### config.mk
export PLATFORM = sky130hd
export DESIGN_NAME = hub75_scan_ctrl
export DESIGN_NICKNAME = d
export VERILOG_FILES = /design/src/rtl/hub75_pkg.sv /design/src/rtl/prescaler.sv /design/src/rtl/hub75_scan_ctrl.sv
export SDC_FILE = /design/constraint.sdc
export NUM_CORES = 1
export LEC_CHECK = 0
export BUFFER_PORTS_ARGS = -buffer_cell sky130_fd_sc_hd__clkbuf_2
export CAP_MARGIN = 40
export CORE_MARGIN = 5
export CORE_UTILIZATION = 24
export CTS_CLUSTER_DIAMETER = 30
export DETAILED_ROUTE_END_ITERATION = 10
export REMOVE_ABC_BUFFERS = 1
export SLEW_MARGIN = 20
export SYNTH_ARGS = -nofsm -noshare
export SYNTH_HDL_FRONTEND = slang
export SYNTH_SLANG_ARGS = --single-unit
### constraint.sdc
create_clock -name clk -period 3.55 [get_ports clk]
set_clock_uncertainty 0.15 [all_clocks]
set_input_delay 0.1775 -clock clk [delete_from_list [all_inputs] [get_ports clk]]
set_output_delay 0.1775 -clock clk [all_outputs]
set_load 0.03 [all_outputs]
### src/rtl/hub75_pkg.sv
// ---------------------------------------------------------------------------
// hub75_pkg
// Shared definitions for the HUB75 row-scan controller:
//   - default geometry/timing constants (columns, row-address width,
//     tick divider, minimum display dwell)
//   - bit positions of the six colour bits inside the framebuffer word
//   - the scan/row-switch state enumeration
// ---------------------------------------------------------------------------
package hub75_pkg;

    localparam int DEF_COLS     = 64;
    localparam int DEF_ROW_BITS = 5;
    localparam int DEF_CLK_DIV  = 2;
    localparam int DEF_DWELL    = 256;

    // Framebuffer word layout {R1,G1,B1,R2,G2,B2}
    localparam int RD_R1 = 5;
    localparam int RD_G1 = 4;
    localparam int RD_B1 = 3;
    localparam int RD_R2 = 2;
    localparam int RD_G2 = 1;
    localparam int RD_B2 = 0;

    // Shift states followed by the three row-switch states
    typedef enum logic [3:0] {
        ST_IDLE,
        ST_FETCH,
        ST_WAIT,
        ST_SETUP,
        ST_CLKHI,
        ST_CLKLO,
        ST_DONE,
        ST_SW_BLANK,
        ST_SW_ADDR,
        ST_SW_LAT
    } scan_state_t;

endpackage

### src/rtl/prescaler.sv
// ---------------------------------------------------------------------------
// prescaler
// Issues a one-clk tick every NUM clks. The counter and the tick are both
// cleared by the synchronous reset, so the first tick after reset appears
// NUM clks after rst is released.
// Ports:
//   clk   in   system clock
//   rst   in   synchronous, active-high reset
//   tick  out  one-clk pulse every NUM clks
// ---------------------------------------------------------------------------
module prescaler #(
    parameter int NUM = 2
) (
    input  logic clk,
    input  logic rst,
    output logic tick
);

    localparam int W = (NUM > 1) ? $clog2(NUM) : 1;

    logic [W-1:0] cnt;

    // Count 0..NUM-1 and fire the tick on the wrap clk
    always_ff @(posedge clk) begin
        if (rst) begin
            cnt  <= '0;
            tick <= 1'b0;
        end else if (cnt == W'(NUM - 1)) begin
            cnt  <= '0;
            tick <= 1'b1;
        end else begin
            cnt  <= cnt + W'(1);
            tick <= 1'b0;
        end
    end

endmodule

### src/rtl/hub75_scan_ctrl.sv
// ---------------------------------------------------------------------------
// hub75_scan_ctrl
// Row-scan engine for a 1-bit-per-channel HUB75 panel. Each row is fetched
// pixel pair by pixel pair from a framebuffer read port and shifted into the
// panel while the previous row is still on display. Once the new row is fully
// shifted and the old one has been shown for at least DWELL ticks, the panel
// is blanked, re-addressed, latched and unblanked.
//
// Optional build macro HUB75_TEST_PATTERN_EN: when defined the framebuffer is
// not read (rd_en stays 0) and a diagonal colour pattern derived from
// (column + row) is shifted instead, with identical FETCH/WAIT timing.
//
// Ports:
//   clk, rst             system clock, synchronous active-high reset
//   enable               run scanning; low stops at the next row boundary
//   rd_row, rd_col       framebuffer read address (row being shifted)
//   rd_en                read strobe; rd_data is valid one clk later
//   rd_data              {R1,G1,B1,R2,G2,B2}
//   h75_r1..h75_b2       panel colour data (upper/lower half)
//   h75_addr             panel row select
//   h75_clk              shift clock, panel samples on its rising edge
//   h75_lat              row latch
//   h75_oe               output enable, active low
//   frame_start          one-clk pulse after row 0 has been latched
// ---------------------------------------------------------------------------
module hub75_scan_ctrl
    import hub75_pkg::*;
#(
    parameter int COLS     = DEF_COLS,
    parameter int ROW_BITS = DEF_ROW_BITS,
    parameter int CLK_DIV  = DEF_CLK_DIV,
    parameter int DWELL    = DEF_DWELL
) (
    input  logic                    clk,
    input  logic                    rst,
    input  logic                    enable,
    output logic [ROW_BITS-1:0]     rd_row,
    output logic [$clog2(COLS)-1:0] rd_col,
    output logic                    rd_en,
    input  logic [5:0]              rd_data,
    output logic                    h75_r1,
    output logic                    h75_g1,
    output logic                    h75_b1,
    output logic                    h75_r2,
    output logic                    h75_g2,
    output logic                    h75_b2,
    output logic [ROW_BITS-1:0]     h75_addr,
    output logic                    h75_clk,
    output logic                    h75_lat,
    output logic                    h75_oe,
    output logic                    frame_start
);

    localparam int COL_BITS = $clog2(COLS);
    localparam int DW_BITS  = $clog2(DWELL + 1);

    scan_state_t          state;
    scan_state_t          state_next;
    logic                 tick;
    logic [ROW_BITS-1:0]  shift_row;
    logic [COL_BITS-1:0]  column;
    logic [DW_BITS-1:0]   dwell_cnt;
    logic                 dwell_ok;
    logic                 sw_exit;
    logic [5:0]           pix;
    logic [5:0]           fetched;

    // Pixel source: either the framebuffer word or a (column + row) pattern
`ifdef HUB75_TEST_PATTERN_EN
    localparam bit FETCH_READS = 1'b0;
    logic [2:0] pat;
    logic       unused_rd_data;
    assign pat            = 3'(int'(column) + int'(shift_row));
    assign fetched        = {pat, ~pat};
    assign unused_rd_data = ^rd_data;
`else
    localparam bit FETCH_READS = 1'b1;
    assign fetched = rd_data;
`endif

    prescaler #(
        .NUM (CLK_DIV)
    ) u_prescaler (
        .clk  (clk),
        .rst  (rst),
        .tick (tick)
    );

    assign dwell_ok = (dwell_cnt >= DW_BITS'(DWELL));
    assign sw_exit  = (state == ST_SW_LAT) && tick;

    assign rd_row = shift_row;
    assign rd_col = column;

    assign h75_r1 = pix[RD_R1];
    assign h75_g1 = pix[RD_G1];
    assign h75_b1 = pix[RD_B1];
    assign h75_r2 = pix[RD_R2];
    assign h75_g2 = pix[RD_G2];
    assign h75_b2 = pix[RD_B2];

    // State register
    always_ff @(posedge clk) begin
        if (rst) begin
            state <= ST_IDLE;
        end else begin
            state <= state_next;
        end
    end

    // Next-state logic. FETCH and WAIT last one clk each; all panel-side
    // states advance on ticks. DONE waits for the displayed row's dwell.
    always_comb begin
        state_next = state;
        case (state)
            ST_IDLE:     if (enable) state_next = ST_FETCH;
            ST_FETCH:    state_next = ST_WAIT;
            ST_WAIT:     state_next = ST_SETUP;
            ST_SETUP:    if (tick) state_next = ST_CLKHI;
            ST_CLKHI:    if (tick) state_next = ST_CLKLO;
            ST_CLKLO: begin
                if (tick) begin
                    state_next = (column == COL_BITS'(COLS - 1)) ? ST_DONE : ST_FETCH;
                end
            end
            ST_DONE:     if (dwell_ok) state_next = ST_SW_BLANK;
            ST_SW_BLANK: if (tick) state_next = ST_SW_ADDR;
            ST_SW_ADDR:  if (tick) state_next = ST_SW_LAT;
            ST_SW_LAT: begin
                if (tick) begin
                    state_next = enable ? ST_FETCH : ST_IDLE;
                end
            end
            default:     state_next = ST_IDLE;
        endcase
    end

    // Pure state-decoded outputs
    always_comb begin
        rd_en   = 1'b0;
        h75_clk = 1'b0;
        h75_lat = 1'b0;
        case (state)
            ST_FETCH:  rd_en   = FETCH_READS;
            ST_CLKHI:  h75_clk = 1'b1;
            ST_SW_LAT: h75_lat = 1'b1;
            default: ;
        endcase
    end

    // Datapath: colour capture, column/row counters, blanking, addressing.
    // OE is only raised for the switch and dropped on the same clk the latch
    // ends, so an idle controller keeps showing the last latched row.
    always_ff @(posedge clk) begin
        if (rst) begin
            shift_row   <= '0;
            column      <= '0;
            pix         <= '0;
            h75_oe      <= 1'b1;
            h75_addr    <= '0;
            frame_start <= 1'b0;
        end else begin
            frame_start <= 1'b0;
            case (state)
                ST_IDLE: begin
                    if (enable) column <= '0;
                end
                ST_WAIT: begin
                    pix <= fetched;
                end
                ST_CLKLO: begin
                    if (tick) column <= column + COL_BITS'(1);
                end
                ST_DONE: begin
                    if (dwell_ok) h75_oe <= 1'b1;
                end
                ST_SW_BLANK: begin
                    if (tick) h75_addr <= shift_row;
                end
                ST_SW_LAT: begin
                    if (tick) begin
                        h75_oe      <= 1'b0;
                        frame_start <= (shift_row == '0);
                        shift_row   <= shift_row + ROW_BITS'(1);
                        column      <= '0;
                    end
                end
                default: ;
            endcase
        end
    end

    // Dwell counter: ticks of OE-low time, saturating at DWELL. Starts out
    // satisfied so the very first row can be latched without waiting.
    always_ff @(posedge clk) begin
        if (rst) begin
            dwell_cnt <= DW_BITS'(DWELL);
        end else if (sw_exit) begin
            dwell_cnt <= '0;
        end else if (tick && !h75_oe && !dwell_ok) begin
            dwell_cnt <= dwell_cnt + DW_BITS'(1);
        end
    end

endmodule

### Yosys cells after proc, flatten, opt, wreduce, memory -nomap -nowiden

Cells that the tools add are included.

* reduce and logical (&&, ||, !) cells: 18
* bitwise operators: 2
* muxes and demuxes: 24
* $lt $le $gt $ge: 1
* equal/unequal tests: 18
* add/subtract/negate cells: 4

Operators by type and width (count)
* 4-bit one-hot mux with 10 select lines: 1
* 4-bit 2-to-1 mux: 8
* 6-bit 2-to-1 mux: 3
* 9-bit 2-to-1 mux: 2
* 6-bit one-hot mux with 3 select lines: 1
* 4-bit by 3-bit == test with 1-bit output, second input constant: 4
* 2-bit by 1-bit inequality test with 1-bit output, second input constant: 6
* 9-bit by 1-bit adder with 9-bit output, second input constant: 1
* 9-bit >= comparator, second input constant: 1
* 4-bit by 2-bit == test with 1-bit output, second input constant: 2
* 4-bit == test, second input constant: 2
* 8-bit AND reduction: 1
* 1-bit 2-to-1 mux: 7
* 6-bit by 1-bit adder with 6-bit output, second input constant: 1
* 6-bit == test, second input constant: 1
* 5-bit by 1-bit adder with 5-bit output, second input constant: 1
* 5-bit zero test: 1
* 4-bit by 1-bit == test with 1-bit output, second input constant: 1
* 4-bit zero test: 1
* 2-bit inequality test, second input constant: 2
* 2-bit AND reduction: 2
* 4-bit AND reduction: 1
* 2-bit nonzero test: 2
* 2-bit OR reduction: 2
* 9 further kinds: 13

* bits of input ports: 9
* register bits after elaboration: 39
* word-level logic and storage cells: 78
* output and inout bits: 27

### Logic depth before layout (Yosys ltp)

* depth in word-level cells: 5
* gate-level depth with buffers: 6

### Cells and area by module

From an unflattened synthesis, not the netlist that was laid out.

* cell total of the unflattened synthesis: 214
* area, all modules: 1920.6 sq um

By module, submodules not included
* hub75_scan_ctrl: cells an instance 210, instances 1, seq. area each 740.7 sq um, area each 1863.0 sq um
* prescaler: cells an instance 4, instances 1, seq. area each 40.0 sq um, area each 57.6 sq um

### Worst setup path before layout

OpenSTA, ideal clock, no wires.

* path type: reg-to-output
* start point: reg state[0]
* end point: out rd_en
* arrival time: 1707 ps
* cell stages (with the launch flop): 4
* path slack: 1515 ps
* buffers on the path: 2
* path through: dfxtp_1 > buf_4 > buf_2 > nor4b_1

* cells in the longest elaborated chain, start to end: 2

Ends and longest elaborated chain
* from (decl): line hub75_scan_ctrl.sv:57 `scan_state_t state;`
* from (signal assigned): line hub75_scan_ctrl.sv:107 `state <= state_next;`
* 4-bit by 1-bit == test with 1-bit output: line hub75_scan_ctrl.sv:143 `case (state)`
* 1-bit 2-to-1 mux: line hub75_scan_ctrl.sv:143
* to (decl): line hub75_scan_ctrl.sv:39 `output logic rd_en,`

Every way passes these cells.

### Worst setup path after layout

* start point: reg state[3]
* end point: reg dwell_cnt[1]

* cells in the longest elaborated chain, start to end: 3

Ends and longest elaborated chain
* 4-bit == test: line hub75_scan_ctrl.sv:90 `assign sw_exit = (state == ST_SW_LAT) && tick;`
* 1-bit logical AND: line hub75_scan_ctrl.sv:90
* 2-bit OR reduction (no line)
* to (signal assigned): line hub75_scan_ctrl.sv:197 `dwell_cnt <= DW_BITS'(DWELL);`
* to (signal assigned): line hub75_scan_ctrl.sv:201 `dwell_cnt <= dwell_cnt + DW_BITS'(1);`
* to (decl): line hub75_scan_ctrl.sv:62 `logic [DW_BITS-1:0] dwell_cnt;`

Every way passes these cells.
A chain may end at the register's enable or synchronous reset.

==> flow_metrics.py <==
metrics = {
    "cts": {
        "insertion_delay_ps": 290,
        "cts.htree.levels": 2,
        "ctsResizeCount": 0,
        "cts.sinks": 39,
        "tritoncts": "built",
        "cts_buffers": 5,
        "clk_pin_slew_ps": 80,
        "root_buffer": "clkbuf_8",
        "clockBufferDepth": 2,
    },
    "global_route": {
        "grt_start_max_net_pins": 31,
        "track_usage_pct": 8.70,
        "grt_pass1_vias": 1435,
        "antenna_found_initial": 0,
        "grt-ovfl-total": 0,
        "grt_pass1_wl_um": 7110,
    },
    "die": {
        "rows": 32,
        "floorplan.initialDensity_pct": 24.5,
        "dieHeight_um": 98.6,
        "die_area_mm2": 0.00973,
        "core_area_mm2": 0.00769,
        "pin_count": 36,
        "die_x_um": 98.6,
    },
    "final_layout": {
        "area_growth_syn_to_layout_pct": 21.8,
        "antenna_cells": 0,
        "fill_cells": 835,
        "fin_util_pct": 29.9,
        "final_cell_mix": "dfxtp_1 (39), clkbuf_2 (35), nor2_1 (28)",
        "layout_commonest_cell": "dfxtp_1",
        "final_nets": 251,
        "drive_gt1_share_pct": 22.2,
    },
    "power": {
        "p_leak_nw": 0.881,
        "ir_worst_vdd_mv": 0.217,
        "powerDensity_mw_per_mm2": 504,
    },
    "worst_setup_path": {
        "r2r_end": "dwell_cnt[1]",
        "critPathCaptureType": "register",
        "max_stage_delay_ps": 770,
        "critPathRequiredTime_ps": 3580,
        "cp_cell_sequence": "nor4bb_1 -> nand2_1 -> nand2_1 -> nor2_1",
        "crit_slowest_cell": "dfxtp_1",
        "cpMostUsedCell": "nand2_1",
        "worst-path-max-fanout": 19,
        "r2r_cells": 4,
        "reg2reg_slack_ps": 1080,
        "r2r_start": "state[3]",
        "path_buf_inv": 0,
        "critPathLaunch": "state[3]",
        "worstSetupPathDepth": 4,
        "critPathLaunchType": "register",
        "cpLargestDelayFamily": "simple AND/OR/NAND/NOR gates",
        "endpoint": "dwell_cnt[1]",
        "path_class": "reg -> reg",
        "critPathArrivalTime_ps": 2500,
    },
    "synthesis": {
        "synthCells": 202,
        "synth_area_mm2": 0.00189,
        "synth_seq_area_share_pct": 41.4,
        "synth.avg_cell_area_um2": 9.33,
        "synth_edf_count": 0,
        "synthArstFlopShare_pct": 0,
        "synth_seq_cells": 39,
        "ys_warn_count": 0,
        "synth.distinct_cells": 50,
        "ys.flop_type": "dfxtp_1",
    },
    "run": {
        "cap_violations": 0,
    },
    "routing": {
        "via_per_inst": 4.56,
        "via_count": 1556,
        "drt-initial-drc-count": 110,
        "drc_errors": 0,
        "finalWirelength_um": 4120,
        "dr.pass1.iters": 4,
        "wl_per_cell_um": 12.1,
        "postRouteAntennaNets": 0,
    },
    "placed_design": {
        "io_buffers": 35,
        "gp_congestion": 0.748,
        "dpl.hpwl_um": 2770,
    },
    "sta": {
        "fin_crit_ps": 2470,
        "finalSetupViolCount": 0,
        "finalCritPeriodShare_pct": 69.5,
        "final-hold-violation-count": 0,
        "fmax_mhz": 405,
        "rsz0062_at_grt": "false",
        "worst_slew_pin_slew_ps": 796,
        "max-slew-margin-rel_pct": 46.2,
        "slew_violations": 0,
        "tns_ps": 0,
    },
    "worst_hold_path": {
        "hold_depth": 4,
        "min_path_type": "in -> reg",
    },
    "run_status": {
        "status": "finished clean",
    },
}
[per-stage QoR]
step	total power [mW]	area, um2	hold slack [ps]	setup WS [ps]	std cells
global placement	0.767	2120	242	1200	327
finish	1.16	2300	229	1080	341
global route	1.22	2300	272	820	341
CTS	1.17	2300	219	1100	341
floorplan	0.698	1810	94.2	539	189
detailed placement	0.773	2120	252	1100	327
[tightest hold or removal path: stages]
cell	delay (ps)
clkbuf_2	120
a32oi_1	110
o21ai_0	160
a21oi_1	60
[worst min-delay path by stage]
stage	start	slack (ps)	to
floorplan	rst	90	u_prescaler.cnt
global placement	u_prescaler.cnt	240	u_prescaler.cnt
detailed placement	u_prescaler.cnt	250	u_prescaler.cnt
CTS	enable	220	rd_col[1]
global route	enable	270	rd_col[1]
finish	enable	230	rd_col[1]
[cell type report]
| class | count | area, um2 | area share (%) |
|---|---|---|---|
| clock buffers | 6 | 82.6 | 3.60 |
| clock inverters | 2 | 35.0 | 1.53 |
| inverters | 5 | 18.8 | 0.817 |
| multi-input cells | 145 | 1010 | 43.9 |
| flip-flops and latches | 39 | 781 | 34.0 |
| well taps | 102 | 128 | 5.56 |
| repair buffers | 42 | 243 | 10.6 |
[Yosys cell counts (2+ instances only)]
| master | n | area, um2 |
|---|---|---|
| dfxtp_1 | 39 | 781 |
| nor2_1 | 28 | 105 |
| mux2i_1 | 12 | 120 |
| nand2_1 | 10 | 37.5 |
| xor2_1 | 10 | 87.6 |
| a21oi_1 | 8 | 40.0 |
| nand3_1 | 8 | 40.0 |
| buf_2 | 5 | 25.0 |
| inv_1 | 5 | 18.8 |
| nand4_1 | 5 | 31.3 |
| o21ai_0 | 5 | 25.0 |
| a311oi_1 | 4 | 35.0 |
| and3_1 | 4 | 25.0 |
| ha_1 | 4 | 50.1 |
| nor3_1 | 4 | 20.0 |
| clkbuf_1 | 3 | 11.3 |
| nand2b_1 | 3 | 18.8 |
| o31ai_1 | 3 | 22.5 |
| a31oi_1 | 2 | 12.5 |
| a41oi_1 | 2 | 17.5 |
| buf_4 | 2 | 15.0 |
| buf_6 | 2 | 22.5 |
| nor3_4 | 2 | 32.5 |
| nor3b_1 | 2 | 15.0 |
| nor4b_1 | 2 | 17.5 |
| nor4bb_1 | 2 | 20.0 |
| o211ai_1 | 2 | 15.0 |
| xnor2_1 | 2 | 17.5 |
[power breakdown]
group / internal (mW) / switching [mW] / leakage (nW)
Sequential: 0.462 / 0.0423 / 0.316
Combinational: 0.103 / 0.162 / 0.504
Clock: 0.227 / 0.159 / 0.0612
Total: 0.793 / 0.363 / 0.881
[cells by family after synthesis]
family | share of synthesized area [%]
simple gates | 25.2
xor+xnor | 5.57
fa+ha+maj | 2.65
mux | 6.37
buf+inv | 5.11
compound gates | 13.7
flops | 41.4
[what timing repair did]
item	4_1_cts	5_1_grt
hold buffers	6	0
endpoints found under the hold margin	6	0
setup buffers	0	0
[state kept, by name (all words and copies together) (netlist names)]
signal / count
dwell_cnt: 9
pix: 6
rd_col: 6
h75_addr: 5
state: 4
frame_start: 1
u_prescaler.tick: 1
h75_oe: 1
rd_row: 5
u_prescaler.cnt: 1
[per-layer routing]
layer / up-vias / part of all wire [%] / global-route usage [%]
li1: 798 / - / -
met2: 25 / 46 / 13.5
met1: 729 / 49 / 11.3
met3: 4 / 3.9 / 2.62
met4: 0 / 1.2 / 3.47
met5: - / 0 / 0
(Power assumes the default switching activity.)
